$ cat src/rtl/bf16_pkg_44.sv
// Shared types and constants for the BF16 dot-product dispatcher.
package bf16_pkg_44;

  localparam int BF16_W  = 16;
  localparam int VEC_LEN = 12;
  localparam int VEC_W   = BF16_W * VEC_LEN;

  // Index of the last element slot in a bank.
  localparam logic [3:0] LAST_IDX = 4'(VEC_LEN - 1);

  localparam logic [BF16_W-1:0] ZERO = 16'h0000;
  localparam logic [BF16_W-1:0] ONE  = 16'h3F80;

  typedef enum logic [1:0] {
    D_IDLE    = 2'd0,
    D_BUSY    = 2'd1,
    D_RELEASE = 2'd2,
    D_ERR     = 2'd3
  } disp_state_t;

endpackage

$ cat src/rtl/bf16_vec_bank_44.sv
// One operand bank: 12 entries of {b, a} BF16 pairs with indexed write and a
// flat 192-bit read of each operand vector (element k at bits [16k+15:16k]).
module bf16_vec_bank_44
  import bf16_pkg_44::*;
(
  input  logic              clk_44,
  input  logic              rst_n_44,
  input  logic              wr_en,
  input  logic [3:0]        wr_idx,
  input  logic [BF16_W-1:0] wr_a,
  input  logic [BF16_W-1:0] wr_b,
  output logic [VEC_W-1:0]  a_flat,
  output logic [VEC_W-1:0]  b_flat
);

  logic [2*BF16_W-1:0] mem [VEC_LEN];

  // Store one element pair; indices beyond the last slot are ignored.
  always_ff @(posedge clk_44 or negedge rst_n_44) begin
    if (!rst_n_44) begin
      for (int k = 0; k < VEC_LEN; k++) mem[k] <= '0;
    end else if (wr_en && (wr_idx <= LAST_IDX)) begin
      mem[wr_idx] <= {wr_b, wr_a};
    end
  end

  // Flatten the register file into the engine's vector layout.
  always_comb begin
    a_flat = '0;
    b_flat = '0;
    for (int k = 0; k < VEC_LEN; k++) begin
      a_flat[k*BF16_W +: BF16_W] = mem[k][BF16_W-1:0];
      b_flat[k*BF16_W +: BF16_W] = mem[k][2*BF16_W-1:BF16_W];
    end
  end

endmodule

$ cat src/rtl/bf16_dot_dispatcher_44.sv
// Job front-end for the BF16 dot-product engine: packs operand pairs into two
// ping-pong banks, launches the engine over a level start/done handshake,
// holds each result in a one-entry output slot and watches for a hung engine.
//
// state     | meaning
// ----------+-----------------------------------------------------------
// D_IDLE    | waiting for a full compute bank and a free result slot
// D_BUSY    | mac_start high, watchdog running, waiting for done
// D_RELEASE | result captured, waiting for the engine to drop done
// D_ERR     | watchdog expired; stalled until reset
module bf16_dot_dispatcher_44
  import bf16_pkg_44::*;
#(
  parameter int TIMEOUT_44 = 255
) (
  input  logic              clk_44,
  input  logic              rst_n_44,
  input  logic              in_valid_44,
  output logic              in_ready_44,
  input  logic [15:0]       in_a_44,
  input  logic [15:0]       in_b_44,
  output logic              mac_start_44,
  output logic [191:0]      mac_a_flat_44,
  output logic [191:0]      mac_b_flat_44,
  input  logic              mac_done_44,
  input  logic [15:0]       mac_result_44,
  output logic              out_valid_44,
  input  logic              out_ready_44,
  output logic [15:0]       out_data_44,
  output logic [7:0]        job_count_44,
  output logic              timeout_err_44
);

  localparam logic [7:0] WD_LOAD = 8'(TIMEOUT_44);

  disp_state_t       state_q, state_d;
  logic [1:0]        full_q, full_set, full_clr;
  logic              fill_bank_q;
  logic [3:0]        fill_idx_q;
  logic              comp_bank_q;
  logic [7:0]        wd_cnt_q;
  logic              out_valid_q;
  logic [BF16_W-1:0] out_data_q;
  logic [7:0]        job_count_q;
  logic              timeout_err_q;

  logic              accept, fill_done, slot_free, comp_ready;
  logic              launch, job_done, wd_expire;
  logic [VEC_W-1:0]  a_flat0, b_flat0, a_flat1, b_flat1;

  assign in_ready_44 = !full_q[fill_bank_q] && !timeout_err_q;
  assign accept      = in_valid_44 && in_ready_44;
  assign fill_done   = accept && (fill_idx_q == LAST_IDX);
  assign slot_free   = !out_valid_q || out_ready_44;
  // A bank completing this very cycle counts as full so the launch is not
  // delayed by the extra cycle it takes the full flag to register.
  assign comp_ready  = full_q[comp_bank_q] ||
                       (fill_done && (fill_bank_q == comp_bank_q));

  assign full_set[0] = fill_done && !fill_bank_q;
  assign full_set[1] = fill_done &&  fill_bank_q;
  assign full_clr[0] = job_done  && !comp_bank_q;
  assign full_clr[1] = job_done  &&  comp_bank_q;

  bf16_vec_bank_44 u_bank0 (
    .clk_44  (clk_44),
    .rst_n_44(rst_n_44),
    .wr_en   (accept && !fill_bank_q),
    .wr_idx  (fill_idx_q),
    .wr_a    (in_a_44),
    .wr_b    (in_b_44),
    .a_flat  (a_flat0),
    .b_flat  (b_flat0)
  );

  bf16_vec_bank_44 u_bank1 (
    .clk_44  (clk_44),
    .rst_n_44(rst_n_44),
    .wr_en   (accept && fill_bank_q),
    .wr_idx  (fill_idx_q),
    .wr_a    (in_a_44),
    .wr_b    (in_b_44),
    .a_flat  (a_flat1),
    .b_flat  (b_flat1)
  );

  assign mac_a_flat_44  = comp_bank_q ? a_flat1 : a_flat0;
  assign mac_b_flat_44  = comp_bank_q ? b_flat1 : b_flat0;
  assign mac_start_44   = (state_q == D_BUSY);
  assign out_valid_44   = out_valid_q;
  assign out_data_44    = out_data_q;
  assign job_count_44   = job_count_q;
  assign timeout_err_44 = timeout_err_q;

  // Dispatch next-state and one-cycle event strobes.
  always_comb begin
    state_d   = state_q;
    launch    = 1'b0;
    job_done  = 1'b0;
    wd_expire = 1'b0;
    case (state_q)
      D_IDLE: begin
        if (comp_ready && slot_free) begin
          launch  = 1'b1;
          state_d = D_BUSY;
        end
      end
      D_BUSY: begin
        if (mac_done_44) begin
          job_done = 1'b1;
          state_d  = D_RELEASE;
        end else if (wd_cnt_q <= 8'd1) begin
          wd_expire = 1'b1;
          state_d   = D_ERR;
        end
      end
      D_RELEASE: begin
        if (!mac_done_44) state_d = D_IDLE;
      end
      D_ERR:   state_d = D_ERR;
      default: state_d = D_IDLE;
    endcase
  end

  // Dispatch state register.
  always_ff @(posedge clk_44 or negedge rst_n_44) begin
    if (!rst_n_44) state_q <= D_IDLE;
    else           state_q <= state_d;
  end

  // Fill pointer: walk the element index and swap banks after the last slot.
  always_ff @(posedge clk_44 or negedge rst_n_44) begin
    if (!rst_n_44) begin
      fill_idx_q  <= 4'd0;
      fill_bank_q <= 1'b0;
    end else if (accept) begin
      fill_idx_q <= fill_done ? 4'd0 : fill_idx_q + 4'd1;
      if (fill_done) fill_bank_q <= !fill_bank_q;
    end
  end

  // Bank full flags and compute-bank pointer; fill and release always hit
  // different banks so both may land in one cycle.
  always_ff @(posedge clk_44 or negedge rst_n_44) begin
    if (!rst_n_44) begin
      full_q      <= 2'b00;
      comp_bank_q <= 1'b0;
    end else begin
      full_q <= (full_q & ~full_clr) | full_set;
      if (job_done) comp_bank_q <= !comp_bank_q;
    end
  end

  // Watchdog: down-counter loaded at launch, expiry taken at terminal count 1.
  always_ff @(posedge clk_44 or negedge rst_n_44) begin
    if (!rst_n_44) begin
      wd_cnt_q <= 8'd0;
    end else if (launch) begin
      wd_cnt_q <= WD_LOAD;
    end else if ((state_q == D_BUSY) && !mac_done_44 && (wd_cnt_q != 8'd0)) begin
      wd_cnt_q <= wd_cnt_q - 8'd1;
    end
  end

  // One-entry result slot; a launch only happens when it is free, so a
  // capture never collides with an occupied slot.
  always_ff @(posedge clk_44 or negedge rst_n_44) begin
    if (!rst_n_44) begin
      out_valid_q <= 1'b0;
      out_data_q  <= ZERO;
    end else if (job_done) begin
      out_valid_q <= 1'b1;
      out_data_q  <= mac_result_44;
    end else if (out_valid_q && out_ready_44) begin
      out_valid_q <= 1'b0;
    end
  end

  // Completed-job counter and sticky watchdog error.
  always_ff @(posedge clk_44 or negedge rst_n_44) begin
    if (!rst_n_44) begin
      job_count_q   <= 8'd0;
      timeout_err_q <= 1'b0;
    end else begin
      if (job_done)  job_count_q   <= job_count_q + 8'd1;
      if (wd_expire) timeout_err_q <= 1'b1;
    end
  end

endmodule
$ cat config.mk
export PLATFORM = sky130hd
export DESIGN_NAME = bf16_dot_dispatcher_44
export DESIGN_NICKNAME = d
export VERILOG_FILES = /design/src/rtl/bf16_pkg_44.sv /design/src/rtl/bf16_vec_bank_44.sv /design/src/rtl/bf16_dot_dispatcher_44.sv
export SDC_FILE = /design/constraint.sdc
export NUM_CORES = 1
export LEC_CHECK = 0
export CORE_ASPECT_RATIO = 1.5
export CORE_UTILIZATION = 34
export DETAILED_ROUTE_END_ITERATION = 10
export DONT_BUFFER_PORTS = 1
export GPL_ROUTABILITY_DRIVEN = 0
export PLACE_DENSITY = 0.53
export SLEW_MARGIN = 0
export SYNTH_ARGS = -nofsm -noshare
export SYNTH_HDL_FRONTEND = slang
export SYNTH_SLANG_ARGS = --single-unit
$ cat constraint.sdc
create_clock -name clk_44 -period 2.23 [get_ports clk_44]
set_input_delay 0.446 -clock clk_44 [delete_from_list [all_inputs] [get_ports clk_44]]
set_output_delay 0.446 -clock clk_44 [all_outputs]
set_load 0.01 [all_outputs]
==> reports/qor.csv, run 1 <==
metric,value,unit
top-area cell type share of the netlist area,57.7,%
number of synthesized flops with an enable pin,0,
row count,144,
worst-case hold slack,-0.525,ns
Leak Pwr,20.0,nW
Most used DFF post-synth,dfrtp_1,
Fin. Hold Viols,246,
cts bufs inserted,85,
final wirelength,101000,µm
Post-Synthesis Cells,2349,
failing checks,"negative hold slack, negative setup slack",
final setup TNS,-78.52,ns
async set or reset register ratio after synthesis,100,%
syn_nets,2410,
Worst R2R End,u_bank1.a_flat[182]$_DFFE_PN0P_,
final core utilization,41.4,%
Initial DRC Count,773,
crit-path max cell delay,0.52,ns
"top cells by area, synth","dfrtp_1 58%, mux2_2 37%, clkbuf_1 1.1%",
drt first pass iters,4,
critical path arrival,2.05,ns
crit path max fanout,11,
Tmin final,2.50,ns
total track usage,18.9,%
mean post-synth cell area,15.0,µm²
Synth Warn #,0,
Worst Hold Class,primary input to async pin,
"Slew Viols, Final",0,
Relative slew margins,26.4,%
fillcell total,9275,
Boundary Pins,465,
largest net degree at the start of global routing,813,
CTS max path bufs,3,
CTS hold repair buffers,49,
Crit Path Class,flop to output pin,
Max Fclk,0.401,GHz
crit path launch type,flop,
Clock Skew,0.0208,ns
clk_lat worst skew,0.66,ns
most frequent cells in the layout,"954 x mux2_2, 811 x dfrtp_1, 190 x mux2_4",
clock sinks,812,
Buf/Inv on CP,3,
CORE AREA,0.103,mm²
Final ANT Viol Nets,0,
"Seq/Total Area, Yosys",57.7,%
Netlist cell types,45,
fin cells,3791,
"delay-heaviest family, CP",flip-flops,
Peak VDD IR,0.833,mV
# setup viols final,385,
antenna cells,0,
die area,0.105,mm²
"Cell Area, Synth",0.0352,mm²
IO Port Bufs,0,
Die H,396,µm
power per cell area,1530,mW/mm²
antenna violations before repair,2,
DR vias/cell,5.16,
initial core utilization,34.3,%
Via Count,19600,
GR Overflow Total,0,
setup ws final,-0.266,ns
DP Wirelength,62900,µm
Max Cap Viol,0,
drt wl/cell,26.7,µm
CP max stage cell,dfrtp_4,
global-route wire length before repair,147000,µm
"most common cell after layout, fill and taps aside",mux2_2,
vias in the first global route,21300,
layout cells sized above 1,58.7,%
total power,65.0,mW
Crit path required time,1.78,ns
post-synth top area cell,dfrtp_1,
reg2reg start,fill_bank_q$_DFFE_PN0P_,
worst-margin pin slew,1.10,ns
CP Capture Type,output pin,
multi-input logic area,0.0148,mm²
clock-pin slew on the worst setup and hold paths,0.06,ns
CTS H-tree depth,3,
flop2flop setup slack,0.01,ns
Worst R2R Path Depth,5,
Seq. cell area,0.0203,mm²
clock root cell,clkbuf_16,
Seq cells post-synth,812,
final net count,2470,
RSZ-0062 raised after global routing,yes,
Die Wd,265,µm
crit-path cells,"buf_16, buf_12, clkbuf_16, mux2_4",
remaining routing DRC violations,0,
"Period Utilization, post-route",112,%
post-synthesis to final-layout area growth,20.6,%
CTS tree,built,
CP Depth,4,
Inst Count DP,3538,
outcome,finished with violations,
==> worst max-delay path by stage <==
stage / from / to
finish: comp_bank_q$_DFFE_PN0P_ / mac_a_flat_44[152]
global route: comp_bank_q$_DFFE_PN0P_ / mac_a_flat_44[152]
CTS: comp_bank_q$_DFFE_PN0P_ / mac_a_flat_44[158]
detailed placement: fill_bank_q$_DFFE_PN0P_ / u_bank0.a_flat[180]$_DFFE_PN0P_
global placement: fill_bank_q$_DFFE_PN0P_ / u_bank1.a_flat[178]$_DFFE_PN0P_
floorplan: comp_bank_q$_DFFE_PN0P_ / mac_a_flat_44[100]
==> through the flow <==
step,cell area [µm²],worst slack (ns),hold WS [ns]
final,42500,-0.266,-0.525
after detailed placement,36900,0.0234,0.203
after global routing,42500,-0.317,-0.571
after global placement,36900,0.0646,0.190
after CTS,41400,-0.335,-0.535
after floorplan,35200,0.161,0.150
==> layout make-up <==
type / instances / area share, %
well taps: 1314 / 3.87
clock buffers: 119 / 5.96
flip-flops and latches: 812 / 47.8
clock inverters: 36 / 1.15
inverters: 9 / 0.0795
multi-input cells: 1341 / 34.9
repair buffers: 160 / 6.25
==> cells by family (layout without fill, tap and decap cells) <==
| family | after synthesis | after routing | synth area share (%) |
|---|---|---|---|
| AOI/OAI and AO/OA | 17 | 17 | 0.295 |
| xor gates and xnor gates | 13 | 13 | 0.323 |
| adders and majority gates | 8 | 8 | 0.284 |
| buffers and inverters | 196 | 324 | 2.41 |
| DFF | 812 | 812 | 57.7 |
| muxes | 1157 | 1157 | 37.0 |
| and+or+nand+nor | 146 | 146 | 2.06 |
==> synth_stat cells, types with 2 or more instances <==
cell type  number
nor3_4          2
nor2_2          2
inv_1           9
nor4_1          6
nand4_1         4
o21ai_0         7
dfrtp_1       812
a21o_1          2
nand2_1        79
o31ai_1         2
buf_2          61
mux2i_1         2
or2_2           3
nor3_1          5
buf_6           3
buf_4           4
or4_1           3
and3_1          2
buf_1          15
clkbuf_1      104
and2_1          2
nor2b_1         4
nor2_1         11
ha_1            8
mux2_1         11
nand3b_1        2
a21oi_1         2
nand2b_1        5
xnor2_1         9
nand3_1         7
xor2_1          4
mux2_2       1143
or3_1           2
==> report_power, final <==
group | total (mW) | internal (mW) | leakage (nW) | switching, mW
combinational | 25.3 | 13.3 | 8.11 | 12.0
clock | 15.2 | 9.12 | 1.49 | 6.06
sequential | 24.5 | 21.1 | 10.4 | 3.31
==> repair_timing <==
action | CTS | global route
gates cloned | 9 | 14
endpoints found under the setup margin | 380 | 657
setup buffers | 16 | 6
endpoints found under the hold margin | 1598 | 246
gates resized for setup | 57 | 161
==> flip-flops by register name, summed over array words and instances, names as in the netlist <==
register	count
u_bank0.b_flat	192
full_q	2
out_data_44	16
u_bank1.a_flat	192
job_count_44	8
out_valid_44	1
state_q	2
fill_bank_q	1
u_bank1.b_flat	192
wd_cnt_q	8
timeout_err_44	1
u_bank0.a_flat	192
fill_idx_q	4
comp_bank_q	1
==> metal layers <==
layer  GRT usage (%)  routed length (µm)
met1            21.4               39500
met2            34.3               52800
met3            5.41                6430
met4            5.70                2380
met5               0                   0
==> worst register-to-register path, delay by kind of cell, from the launching register on <==
kind,cells,cell delay (ns)
muxes,2,0.77
DFF,1,0.39
and+or+nand+nor,2,0.69
buffers and inverters,1,0.25
No activity file was read; power rests on OpenSTA's default activity.
==> run 2: changes to the inputs <==
CELL_PAD_IN_SITES_DETAIL_PLACEMENT = 1   (was not set)
CELL_PAD_IN_SITES_GLOBAL_PLACEMENT = 1   (was not set)
PLACE_DENSITY = 0.6   (was 0.53)
==> reports/qor.csv, run 2 (synthesis gave the netlist of run 1 again) <==
metric,value,unit,change
crit path launch type,flop,,
crit path max fanout,8,,-3
worst slack at placement,0.0376,ns,+0.0143 ns
DP Wirelength,66900,µm,+6.3%
layout cells sized above 1,58.2,%,-0.42 points
GR Overflow Total,0,,unchanged
Worst Hold Class,primary input to async pin,,
antenna violations before repair,2,,unchanged
"Period Utilization, post-route",113,%,+1.3 points
cts bufs inserted,84,,-1.2%
power per cell area,1510,mW/mm²,-1.3%
setup ws final,-0.294,ns,-0.0282 ns
Clock Skew,0.0321,ns,+0.0113 ns
Max Fclk,0.396,GHz,-1.1%
Die Wd,265,µm,unchanged
CTS max path bufs,3,,unchanged
drt first pass iters,4,,unchanged
Boundary Pins,465,,unchanged
global-route wire length before repair,155000,µm,+5.1%
clock root cell,clkbuf_16,,
"Slew Viols, Final",0,,unchanged
initial core utilization,34.3,%,unchanged
Fin. Hold Viols,106,,-57%
Initial DRC Count,726,,-6.1%
worst-margin pin slew,1.37,ns,+0.266 ns
worst-case hold slack,-0.509,ns,+0.0160 ns
most frequent cells in the layout,"1,063 x mux2_2, 811 x dfrtp_1, 87 x clkbuf_16",,
critical path arrival,2.08,ns,+0.03 ns
antenna cells,0,,unchanged
final core utilization,40.5,%,-0.86 points
Via Count,19600,,+0.21%
clock-pin slew on the worst setup and hold paths,0.06,ns,about the same
Peak VDD IR,0.686,mV,-18%
IO Port Bufs,0,,unchanged
crit-path cells,"buf_12, buf_4, buf_12, buf_4, mux2_4",,
Leak Pwr,19.4,nW,-3.0%
final net count,2462,,-0.32%
Relative slew margins,8.66,%,-18 points
die area,0.105,mm²,unchanged
clk_lat worst skew,0.67,ns,about the same
Tmin final,2.52,ns,+0.0282 ns
row count,144,,unchanged
outcome,finished with violations,,
Max Cap Viol,0,,unchanged
"most common cell after layout, fill and taps aside",mux2_2,,
CTS hold repair buffers,49,,unchanged
Crit path required time,1.78,ns,about the same
clock sinks,812,,unchanged
Final ANT Viol Nets,0,,unchanged
total track usage,20.1,%,+1.1 points
drt wl/cell,27.6,µm,+3.7%
largest net degree at the start of global routing,813,,unchanged
vias in the first global route,22300,,+4.8%
Crit Path Class,flop to output pin,,
DP Area,0.0372,mm²,+0.77%
post-synthesis to final-layout area growth,18.1,%,
CORE AREA,0.103,mm²,unchanged
crit-path max cell delay,0.48,ns,-0.04 ns
Die H,396,µm,unchanged
CTS tree,built,,
cell area after layout,0.0416,mm²,-2.1%
CP Capture Type,output pin,,
final wirelength,104000,µm,+3.3%
remaining routing DRC violations,0,,unchanged
# setup viols final,384,,-0.26%
failing checks,"negative hold slack, negative setup slack",,
CTS H-tree depth,3,,unchanged
RSZ-0062 raised after global routing,yes,,
CP max stage cell,dfrtp_4,,
DR vias/cell,5.19,,+0.56%
==> run 2: cell count changes in the layout (fill, tap and decap cells not counted), moves of 4 or more <==
cell       change
buf_12        +15
clkbuf_16     -15
buf_16         -7
mux2_2       +109
clkbuf_1      +10
nand2_2        +4
clkbuf_8       -4
buf_4          -4
nand2_1        -4
bufinv_16      -4
mux2_4       -109
==> run 2: final cells by class <==
class | instances | area (µm²)
timing repair buffer | 153 | 2430
multi-input combinational | 1341 | 14400
inverter | 9 | 33.8
sequential | 812 | 20300
clock inverter | 28 | 343
fill | 10200 | 61100
clock buffer | 121 | 2410
tap | 1314 | 1640
==> run 2: worst paths after layout <==
check	from	cells past startpoint	to	slack (ns)
max in group asynchronous	rst_n_44	2	u_bank1.a_flat[106]$_DFFE_PN0P_	0.30
worst min register to register	u_bank0.a_flat[140]$_DFFE_PN0P_	1	u_bank0.a_flat[140]$_DFFE_PN0P_	0.48
worst min-delay path	rst_n_44	0	u_bank0.b_flat[25]$_DFFE_PN0P_	-0.51
worst max-delay path	comp_bank_q$_DFFE_PN0P_	5	mac_b_flat_44[146]	-0.29
worst max register to register	fill_bank_q$_DFFE_PN0P_	5	u_bank0.a_flat[183]$_DFFE_PN0P_	0.01
min in group clk_44	in_b_44[3]	2	u_bank1.b_flat[163]$_DFFE_PN0P_	0.12
==> run 2: timing repair <==
item	in CTS	in global routing
buffers inserted	9	4
gates cloned	5	1
gates resized for setup	93	16
endpoints found under the hold margin	1598	61
setup endpoints to repair	378	647
==> run 2: metal layers <==
| layer | up-vias | share of wire [%] | wire (µm) | GRT usage [%] |
|---|---|---|---|---|
| met5 | - | 0 | 0 | 0 |
| li1 | 8407 | - | - | - |
| met3 | 109 | 6.4 | 6670 | 5.61 |
| met1 | 10600 | 38 | 39500 | 22.4 |
| met2 | 458 | 54 | 56100 | 36.7 |
| met4 | 0 | 2.1 | 2220 | 6.08 |
==> run 2: where the power goes <==
group	internal [mW]	leakage, nW	switching (mW)
clock	8.24	1.35	6.00
sequential	21.1	10.4	3.34
combinational	12.1	7.65	12.0
==> run 2: critical path, delay by kind of cell (launching register included) <==
family	cells	cell delay (ns)
muxes	1	0.33
buffers and inverters	4	0.61
DFF	1	0.48
==> run 2: stage by stage <==
stage	instances	power (mW)	TNS [ns]
finish	3778	62.8	-88.43
global route	3778	66.1	-113.27
CTS	3770	63.3	-117.40
detailed placement	3558	46.6	0
global placement	3558	45.5	0
floorplan	2349	39.5	0
==> run 3: changes to the inputs <==
CTS_CLUSTER_DIAMETER = 40   (was not set)
==> reports/qor.csv, run 3 (synthesis gave the netlist of run 1 again) <==
metric,value,unit,change
DP Wirelength,66900,µm,unchanged
fin cells,3832,,+1.4%
failing checks,"negative hold slack, negative setup slack",,
antenna violations before repair,2,,unchanged
CTS H-tree depth,3,,unchanged
DR vias/cell,5.16,,-0.45%
layout cells sized above 1,59.6,%,+1.4 points
reg2reg start,fill_bank_q$_DFFE_PN0P_,,
total track usage,20.2,%,+0.10 points
worst-case hold slack,-0.354,ns,+0.154 ns
die area,0.105,mm²,unchanged
antenna cells,0,,unchanged
final wirelength,105000,µm,+0.51%
Die Wd,265,µm,unchanged
Tmin final,2.53,ns,+0.00525 ns
Final ANT Viol Nets,0,,unchanged
critical path arrival,2.08,ns,about the same
"Period Utilization, post-route",113,%,+0.24 points
final net count,2487,,+1.0%
power per cell area,1560,mW/mm²,+3.3%
DP Area,0.0372,mm²,unchanged
Setup crit start,comp_bank_q$_DFFE_PN0P_,,
cts bufs inserted,106,,+26%
setup ws final,-0.299,ns,-0.00525 ns
Initial DRC Count,753,,+3.7%
clk_lat worst skew,0.70,ns,+0.03 ns
IO Port Bufs,0,,unchanged
Inst Count DP,3558,,unchanged
remaining routing DRC violations,0,,unchanged
GR Overflow Total,0,,unchanged
CTS tree,built,,
Peak VDD IR,0.695,mV,+1.2%
"most common cell after layout, fill and taps aside",mux2_2,,
row count,144,,unchanged
Crit path required time,1.78,ns,about the same
global-route wire length before repair,156000,µm,+0.84%
clock root cell,clkbuf_16,,
Fin. Hold Viols,75,,-29%
crit path launch type,flop,,
vias in the first global route,22600,,+1.3%
CP Capture Type,output pin,,
largest net degree at the start of global routing,813,,unchanged
Leak Pwr,19.8,nW,+2.4%
Via Count,19800,,+0.97%
Max Fclk,0.395,GHz,-0.21%
Relative slew margins,19.0,%,+10 points
"Slew Viols, Final",0,,unchanged
RSZ-0062 raised after global routing,yes,,
Boundary Pins,465,,unchanged
Crit Path Class,flop to output pin,,
total power,66.5,mW,+5.8%
Worst Hold Class,primary input to async pin,,
drt first pass iters,6,,+2
post-synthesis to final-layout area growth,21.0,%,
Clock Skew,0.0448,ns,+0.0128 ns
crit path max fanout,19,,+11
cell area after layout,0.0426,mm²,+2.5%
drt wl/cell,27.4,µm,-0.91%
worst-margin pin slew,1.21,ns,-0.156 ns
Die H,396,µm,unchanged
CTS max path bufs,3,,unchanged
initial core utilization,34.3,%,unchanged
outcome,finished with violations,,
clock sinks,812,,unchanged
CORE AREA,0.103,mm²,unchanged
clock-pin slew on the worst setup and hold paths,0.06,ns,about the same
# setup viols final,384,,unchanged
most frequent cells in the layout,"1,083 x mux2_2, 811 x dfrtp_1, 108 x clkbuf_16",,
Max Cap Viol,0,,unchanged
-- run 3: cell count changes in the layout (fill, tap and decap cells not counted), sizes merged --
cell | previous run | this run
bufinv | 6 | 15
clkbuf | 122 | 129
inv | 12 | 20
buf | 135 | 137
clkinv | 16 | 40
clkinvlp | 3 | 7
-- run 3: worst paths after layout --
check                                                   to  slack [ns]  cells past startpoint
min in group clk_44        u_bank1.b_flat[163]$_DFFE_PN0P_        0.09                      2
max reg2reg                u_bank1.a_flat[185]$_DFFE_PN0P_        0.02                      5
max                                     mac_a_flat_44[152]       -0.30                      4
min reg2reg                u_bank0.a_flat[140]$_DFFE_PN0P_        0.48                      1
max in group asynchronous   u_bank0.a_flat[89]$_DFFE_PN0P_        0.21                      3
min                         u_bank0.b_flat[25]$_DFFE_PN0P_       -0.35                      1
-- run 3: routing by layer --
| layer | up-vias | track usage, % | wire length, µm |
|---|---|---|---|
| li1 | 8500 | - | - |
| met1 | 10700 | 22.2 | 39400 |
| met2 | 476 | 36.8 | 56100 |
| met3 | 133 | 5.91 | 6840 |
| met4 | 0 | 6.54 | 2650 |
| met5 | - | 0 | 0 |
-- run 3: per-stage QoR --
stage	setup slack, ns	utilization [%]	hold WS, ns	TNS (ns)
floorplan	0.161	-	0.150	0
CTS	-0.375	41.2	-0.557	-124.64
finish	-0.299	41.5	-0.354	-93.09
detailed placement	0.0376	36.3	0.192	0
global placement	0.0454	36.3	0.206	0
global route	-0.372	41.5	-0.356	-123.23
-- run 3: layout make-up --
type                    count  area, µm²
clock buffers             127       2840
multi-input cells        1341      14400
inverters                   9       33.8
repair buffers            156       2460
well taps                1314       1640
clock inverters            73        990
flip-flops and latches    812      20300
fillers                 10100      60100
-- run 3: critical path: stages, from the launching register on --
cell,delay [ns]
dfrtp_4,0.42
buf_12,0.17
buf_12,0.19
buf_12,0.19
mux2_2,0.41
-- run 3: what timing repair did --
action                                  CTS  global route
gates cloned                              5             2
setup endpoints to repair               381           451
resized for setup                        56            27
endpoints found under the hold margin  1599           324
hold buffers                             49             1
setup buffers                             9             5
-- run 3: power breakdown --
group	total [mW]	internal [mW]	switching (mW)
clock	18.0	11.0	7.02
sequential	24.5	21.2	3.32
combinational	23.9	12.0	11.9
total	66.5	44.2	22.3
